===== config.mk =====
export PLATFORM = sky130hd
export DESIGN_NAME = mux_8_1_rr_arbiter
export DESIGN_NICKNAME = d
export VERILOG_FILES = /design/src/rtl/mux_8_1_rr_arbiter.sv
export SDC_FILE = /design/constraint.sdc
export NUM_CORES = 1
export LEC_CHECK = 0
export BUFFER_PORTS_ARGS = -buffer_cell sky130_fd_sc_hd__buf_2
export CORE_MARGIN = 3
export CORE_UTILIZATION = 60
export CTS_BUF_LIST = sky130_fd_sc_hd__clkbuf_8 sky130_fd_sc_hd__clkbuf_16
export DETAILED_ROUTE_END_ITERATION = 10
export GPL_TIMING_DRIVEN = 0
export PLACE_DENSITY = 0.91
export SETUP_SLACK_MARGIN = 0.15
export SLEW_MARGIN = 20
export SYNTH_ARGS = -nofsm -noshare
export SYNTH_HDL_FRONTEND = slang
export SYNTH_SLANG_ARGS = --single-unit

===== constraint.sdc =====
create_clock -name i_clk -period 8.55 [get_ports i_clk]
set_input_delay 1.71 -clock i_clk [delete_from_list [all_inputs] [get_ports i_clk]]
set_output_delay 1.71 -clock i_clk [all_outputs]
set_load 0.03 [all_outputs]

===== src/rtl/mux_8_1_rr_arbiter.sv =====
// Round-robin arbiter sharing one 8:1 mux between 8 requesters.
// Ports: i_clk, i_rst (async high), i_req[7:0], i_code[7:0],
//   o_gnt[7:0] one-hot, o_sel_code[2:0], o_en, o_f = selected data.
// Optional macro MUX_ARB_LOCK_EN adds i_lock, which extends a
//   grant past its hold limit while the grantee keeps requesting.
module mux_8_1_rr_arbiter #(
  parameter int unsigned HOLD_CYCLES = 4
) (
  input  logic       i_clk,
  input  logic       i_rst,
`ifdef MUX_ARB_LOCK_EN
  input  logic       i_lock,
`endif
  input  logic [7:0] i_req,
  input  logic [7:0] i_code,
  output logic [7:0] o_gnt,
  output logic [2:0] o_sel_code,
  output logic       o_en,
  output logic       o_f
);

  localparam int HW = $clog2(HOLD_CYCLES + 1);

  typedef enum logic {
    IDLE,
    GRANT
  } state_t;

  state_t          state_q;
  logic [7:0]      gnt_q;
  logic [2:0]      sel_q;
  logic [2:0]      last_q;
  logic            en_q;
  logic [HW-1:0]   hold_q;

  logic            lock_w;
  logic            any_req;
  logic [2:0]      win;
  logic [2:0]      idx;
  logic            cur_req;
  logic            at_max;
  logic            rel;

`ifdef MUX_ARB_LOCK_EN
  assign lock_w = i_lock;
`else
  assign lock_w = 1'b0;
`endif

  assign any_req = |i_req;

  // Scan offsets from far to near so the nearest requester after
  // last_q wins; offset 8 wraps back to last_q itself.
  always_comb begin
    win = last_q;
    idx = last_q;
    for (int i = 8; i >= 1; i--) begin
      idx = last_q + 3'(i);
      if (i_req[idx]) win = idx;
    end
  end

  assign cur_req = i_req[sel_q];
  assign at_max  = (hold_q == HW'(HOLD_CYCLES));
  // A dropped request always releases; expiry is masked by lock.
  assign rel     = !cur_req || (at_max && !(lock_w && cur_req));

  always_ff @(posedge i_clk or posedge i_rst) begin
    if (i_rst) begin
      state_q <= IDLE;
      gnt_q   <= '0;
      sel_q   <= '0;
      last_q  <= 3'd7;
      en_q    <= 1'b0;
      hold_q  <= '0;
    end else begin
      unique case (state_q)
        IDLE: begin
          if (any_req) begin
            state_q <= GRANT;
            sel_q   <= win;
            last_q  <= win;
            gnt_q   <= 8'(1) << win;
            en_q    <= 1'b1;
            hold_q  <= HW'(1);
          end
        end
        GRANT: begin
          if (rel) begin
            if (any_req) begin
              sel_q  <= win;
              last_q <= win;
              gnt_q  <= 8'(1) << win;
              hold_q <= HW'(1);
            end else begin
              state_q <= IDLE;
              gnt_q   <= '0;
              en_q    <= 1'b0;
              hold_q  <= '0;
            end
          end else if (!at_max) begin
            hold_q <= hold_q + HW'(1);
          end
        end
        default: state_q <= IDLE;
      endcase
    end
  end

  assign o_gnt      = gnt_q;
  assign o_sel_code = sel_q;
  assign o_en       = en_q;
  assign o_f        = en_q & i_code[sel_q];

endmodule


# [Word level (Yosys, flattened, before mapping)]
# Cells that the tools add are included.
[word_totals] reg_bits=19 inputBits=18 out_inout_bits=13 wordCells=83
[classes] add_sub_neg=8 order_cmp=8 n_eq_ne=5 n_shift=1 mux=47 n_bitwise=2 n_reduce_logical=6
[op_table] cell="3-bit two-way mux" n=14
[op_table] cell="3-bit by 4-bit < comparator with 1-bit output, second input constant" n=8
[op_table] cell="1-bit binary-select mux with 3-bit select" n=9
[op_table] cell="8-bit two-way mux" n=3
[op_table] cell="3-bit one-hot mux with 2 select lines" n=3
[op_table] cell="8-bit one-hot mux with 2 select lines" n=1
[op_table] cell="1-bit two-way mux" n=15
[op_table] cell="3-bit adder, second input constant" n=4
[op_table] cell="8-bit OR reduction" n=1
[op_table] cell="1-bit by 3-bit left shift with 8-bit output, first input constant" n=1
[op_table] cell="3-bit by 1-bit adder with 3-bit output, second input constant" n=2
[op_table] cell="3-bit by 2-bit adder with 3-bit output, second input constant" n=2
[op_table] cell="2-bit != test, second input constant" n=2
[op_table] cell="1-bit one-hot mux with 2 select lines" n=2
[op_table] cell="2-bit AND reduction" n=2
[op_table] cell="3-bit == test, second input constant" n=1
[op_table] cell="3-bit by 2-bit != test with 1-bit output, second input constant" n=1
[op_table] cell="3-bit AND reduction" n=1
[op_table] cell="2-bit by 1-bit != test with 1-bit output, second input constant" n=1
[op_table] cell="1-bit bitwise AND" n=1
[op_table] cell="1-bit logical NOT" n=1
[op_table] cell="1-bit logical OR" n=1
[op_table] cell="1-bit inverter" n=1

# [Depth between registers and ports, before layout]
[depth] depth_word=14 mapped_depth=12 mapped_depth_nobuf=9

# [Least setup slack after synthesis]
# OpenSTA, ideal clock, no wires.
[synth_timing] path_kind="input-to-output" start="input i_code[5]" end="output o_f" arrival_time_ps=2436 t_required_ps=6840 slack_ps=4404 cell_stages=3 path_buffers=0 path_cell_list="mux4_2 > mux2i_1 > nor2b_1"
[synth_between] elab_chain_cells=3
[synth_lines] element="from (decl)" line_no="15" text="input logic [7:0] i_code,"
[synth_lines] element="1-bit binary-select mux with 3-bit select" line_no="113" text="assign o_f = en_q & i_code[sel_q];"
[synth_lines] element="1-bit two-way mux (implied by the code)" line_no="113"
[synth_lines] element="1-bit bitwise AND" line_no="113"
[synth_lines] element="to (decl)" line_no="19" text="output logic o_f"
# Every way passes these cells. The select of a mux whose other input is x is not followed.

# [Worst setup path after layout]
[layout_timing] start="input i_code[7]" end="output o_f"
# The elaborated chain is that of the path after synthesis.

==> run metrics <==
Post-Syn Nets 178; share of cells above drive strength 1 34.7%; max incr delay on CP 0.44 ns; detailed-route via count 1542; Post-synth EDFFs 0; Initial Utilization 66.3%; most frequent cells in the layout 34 x buf_2, 16 x dfrtp_1, 14 x mux4_2; pin count of the biggest net entering global routing 20; final hold vios 0; Post-CTS Setup Bufs 0; Reg clk slew, reported paths 0.06 ns; total track usage 26.8%; worst slack, placed 4.19 ns; Tightest Hold Check Type reg -> reg; Worst slew margin 36.3%; Core Rows 18; Mapped Avg Cell Area 11.1 um2; IO buf count 30; Ys Warns 0; final wirelength 4370 um; grt total ovfl 0; final net count 213; floorplan die area 3570 um2; drt wl/cell 19.8 um; Slowest-stage cell, CP mux4_2; Cells after Synth 156; met1 Track Usage GR 35.1%; met3 Use GR 3.89%; Synth cell types 40; actual slew at the worst max-slew pin 0.946 ns; RSZ-0062 raised after global routing false; Syn-to-layout area delta 13.4%; RR Startpoint last_q[1]$_DFFE_PP1P_; Synth Flop Type dfrtp_1; count of final setup violators 0; Setup WS post-layout 4.20 ns; crit path from i_code[7]; TritonCTS Buffers 3; WP data required 6.84 ns; initial antenna violation count 0; # IOs 31; period utilization 50.9%; Die Wd 59.7 um; first-pass GRT wire length 7200 um; max-cap viol count 0; HP Start o_gnt[3]$_DFFE_PP0P_; Filler Cell Count 184; Clock Latency Late Sink 0.25 ns; CTS H-tree lvls 1; sequential-to-total area share from yosys stat 27.7%; ordered cell list for the critical path buf_2 -> mux4_2 -> mux2i_1 -> nor2b_1 -> buf_2; FF+latch area 479 um2; critical path's most frequent cell buf_2; Final Core Density 75.2%; post-route ant nets 0; crit path kind in -> out; Initial DRC Count 163; number of iterations in the first detailed-routing pass 4; maximum root-to-sink buffer count 2; crit path DAT 2.64 ns; Post-Synthesis Cell Area 1730 um2; Die Height 59.7 um; vias in the first global route 1538; GR Layer Usage met2 45.2%; Hold Worst Slack 0.489 ns; Clock Sinks 19; CP endpoint kind output port; Synth Register Bits 19; Worst Setup Start Kind primary input; setup TNS 0 ns; status finished, final reports clean; hold_buf cts 0; Core Region 2610 um2; gr busiest metal met2; Final min period 4.35 ns; skew final 0.00469 ns; Placer Congestion 0.898; most common cell after layout, fill and taps aside buf_2; Clock Tree Root clkbuf_8; Post-CTS Resized 0; post-DP HPWL 3320 um; CP Max Fanout 1; asr flop ratio synth 100%; Final Slew Violations 0; multi-input logic area 1160 um2; final routed DRC violation total 0; CTS tree yes; vias per cell 7.01; Ant. Diodes 0; Fmax 230 MHz
[cell usage after synthesis (2+ instances only)]
library cell  count  share of area [%]
inv_1             9                2.0
mux2i_1          10                5.8
xnor2_1           5                2.5
ha_1              4                2.9
o2111ai_1         2                1.0
buf_2             4                1.2
buf_6             2                1.3
clkbuf_1          3               0.65
a311oi_1          2                1.0
nor3_1            3               0.87
nor2_1            6                1.3
nor4_1            2               0.72
a21oi_1           4                1.2
nand2_1          12                2.6
a221oi_1          2                1.0
mux4_1            3                4.6
dfstp_2           3                4.6
o21ai_0          10                2.9
mux2_2            7                4.6
o211ai_1          2               0.87
dfrtp_1          16                 23
a32o_1            8                4.6
mux4_2           14                 18
a21o_1            3                1.3
nor2b_1           2               0.72
nand2b_1          4                1.4
[worst max-delay path: cells and delay by family]
family        cells  cell delay (ns)
mux               2             0.60
simple gates      1             0.06
buf+inv           2             0.26
[routing by layer]
layer / wire, um / vias to the layer above
met5: 0 / -
met4: 90 / 0
met3: 284 / 9
met2: 2250 / 74
met1: 1740 / 777
li1: - / 682
[logic make-up after synthesis]
group                      after synthesis  share of synthesized area (%)
AOI/OAI and AO/OA                       40                           17.8
muxes                                   34                           33.1
and+or+nand+nor                         33                           9.61
buffers and inverters                   19                           5.27
DFF                                     19                           27.7
xor gates and xnor gates                 6                           3.03
adders and majority gates                5                           3.47
[area by class of cell]
| cell class | count | area share, % |
|---|---|---|
| sequential | 19 | 24.4 |
| multi-input combinational | 118 | 59.1 |
| timing repair buffer | 30 | 7.64 |
| clock inverter | 1 | 0.191 |
| inverter | 10 | 1.91 |
| tap | 30 | 1.91 |
| clock buffer | 3 | 2.10 |
| buffer | 9 | 2.74 |
[through the flow]
step	area, um2	cells
floorplan	1730	156
global placement	1920	216
detailed placement	1920	216
CTS	1960	220
global route	1960	220
finish	1960	220
[worst paths after layout]
check / to / cells after the start / slack [ns]
hold reg to reg: o_gnt[3]$_DFFE_PP0P_ / 1 / 0.49
max in group asynchronous: o_en$_DFFE_PP0P_ / 2 / 6.57
hold / removal: o_gnt[3]$_DFFE_PP0P_ / 1 / 0.49
setup reg to reg: o_gnt[3]$_DFFE_PP0P_ / 11 / 4.71
setup / recovery: o_f / 5 / 4.20
min in group asynchronous: hold_q[1]$_DFFE_PP0P_ / 2 / 1.55
[registers in the layout, summed over array words and instances, names as in the netlist]
register,count
state_q,1
last_q,3
o_en,1
o_sel_code,3
hold_q,3
o_gnt,8
Power is left out: the tool's default activity adds up to more than one toggle a clock period on the data nets, which glitch-free logic cannot reach.
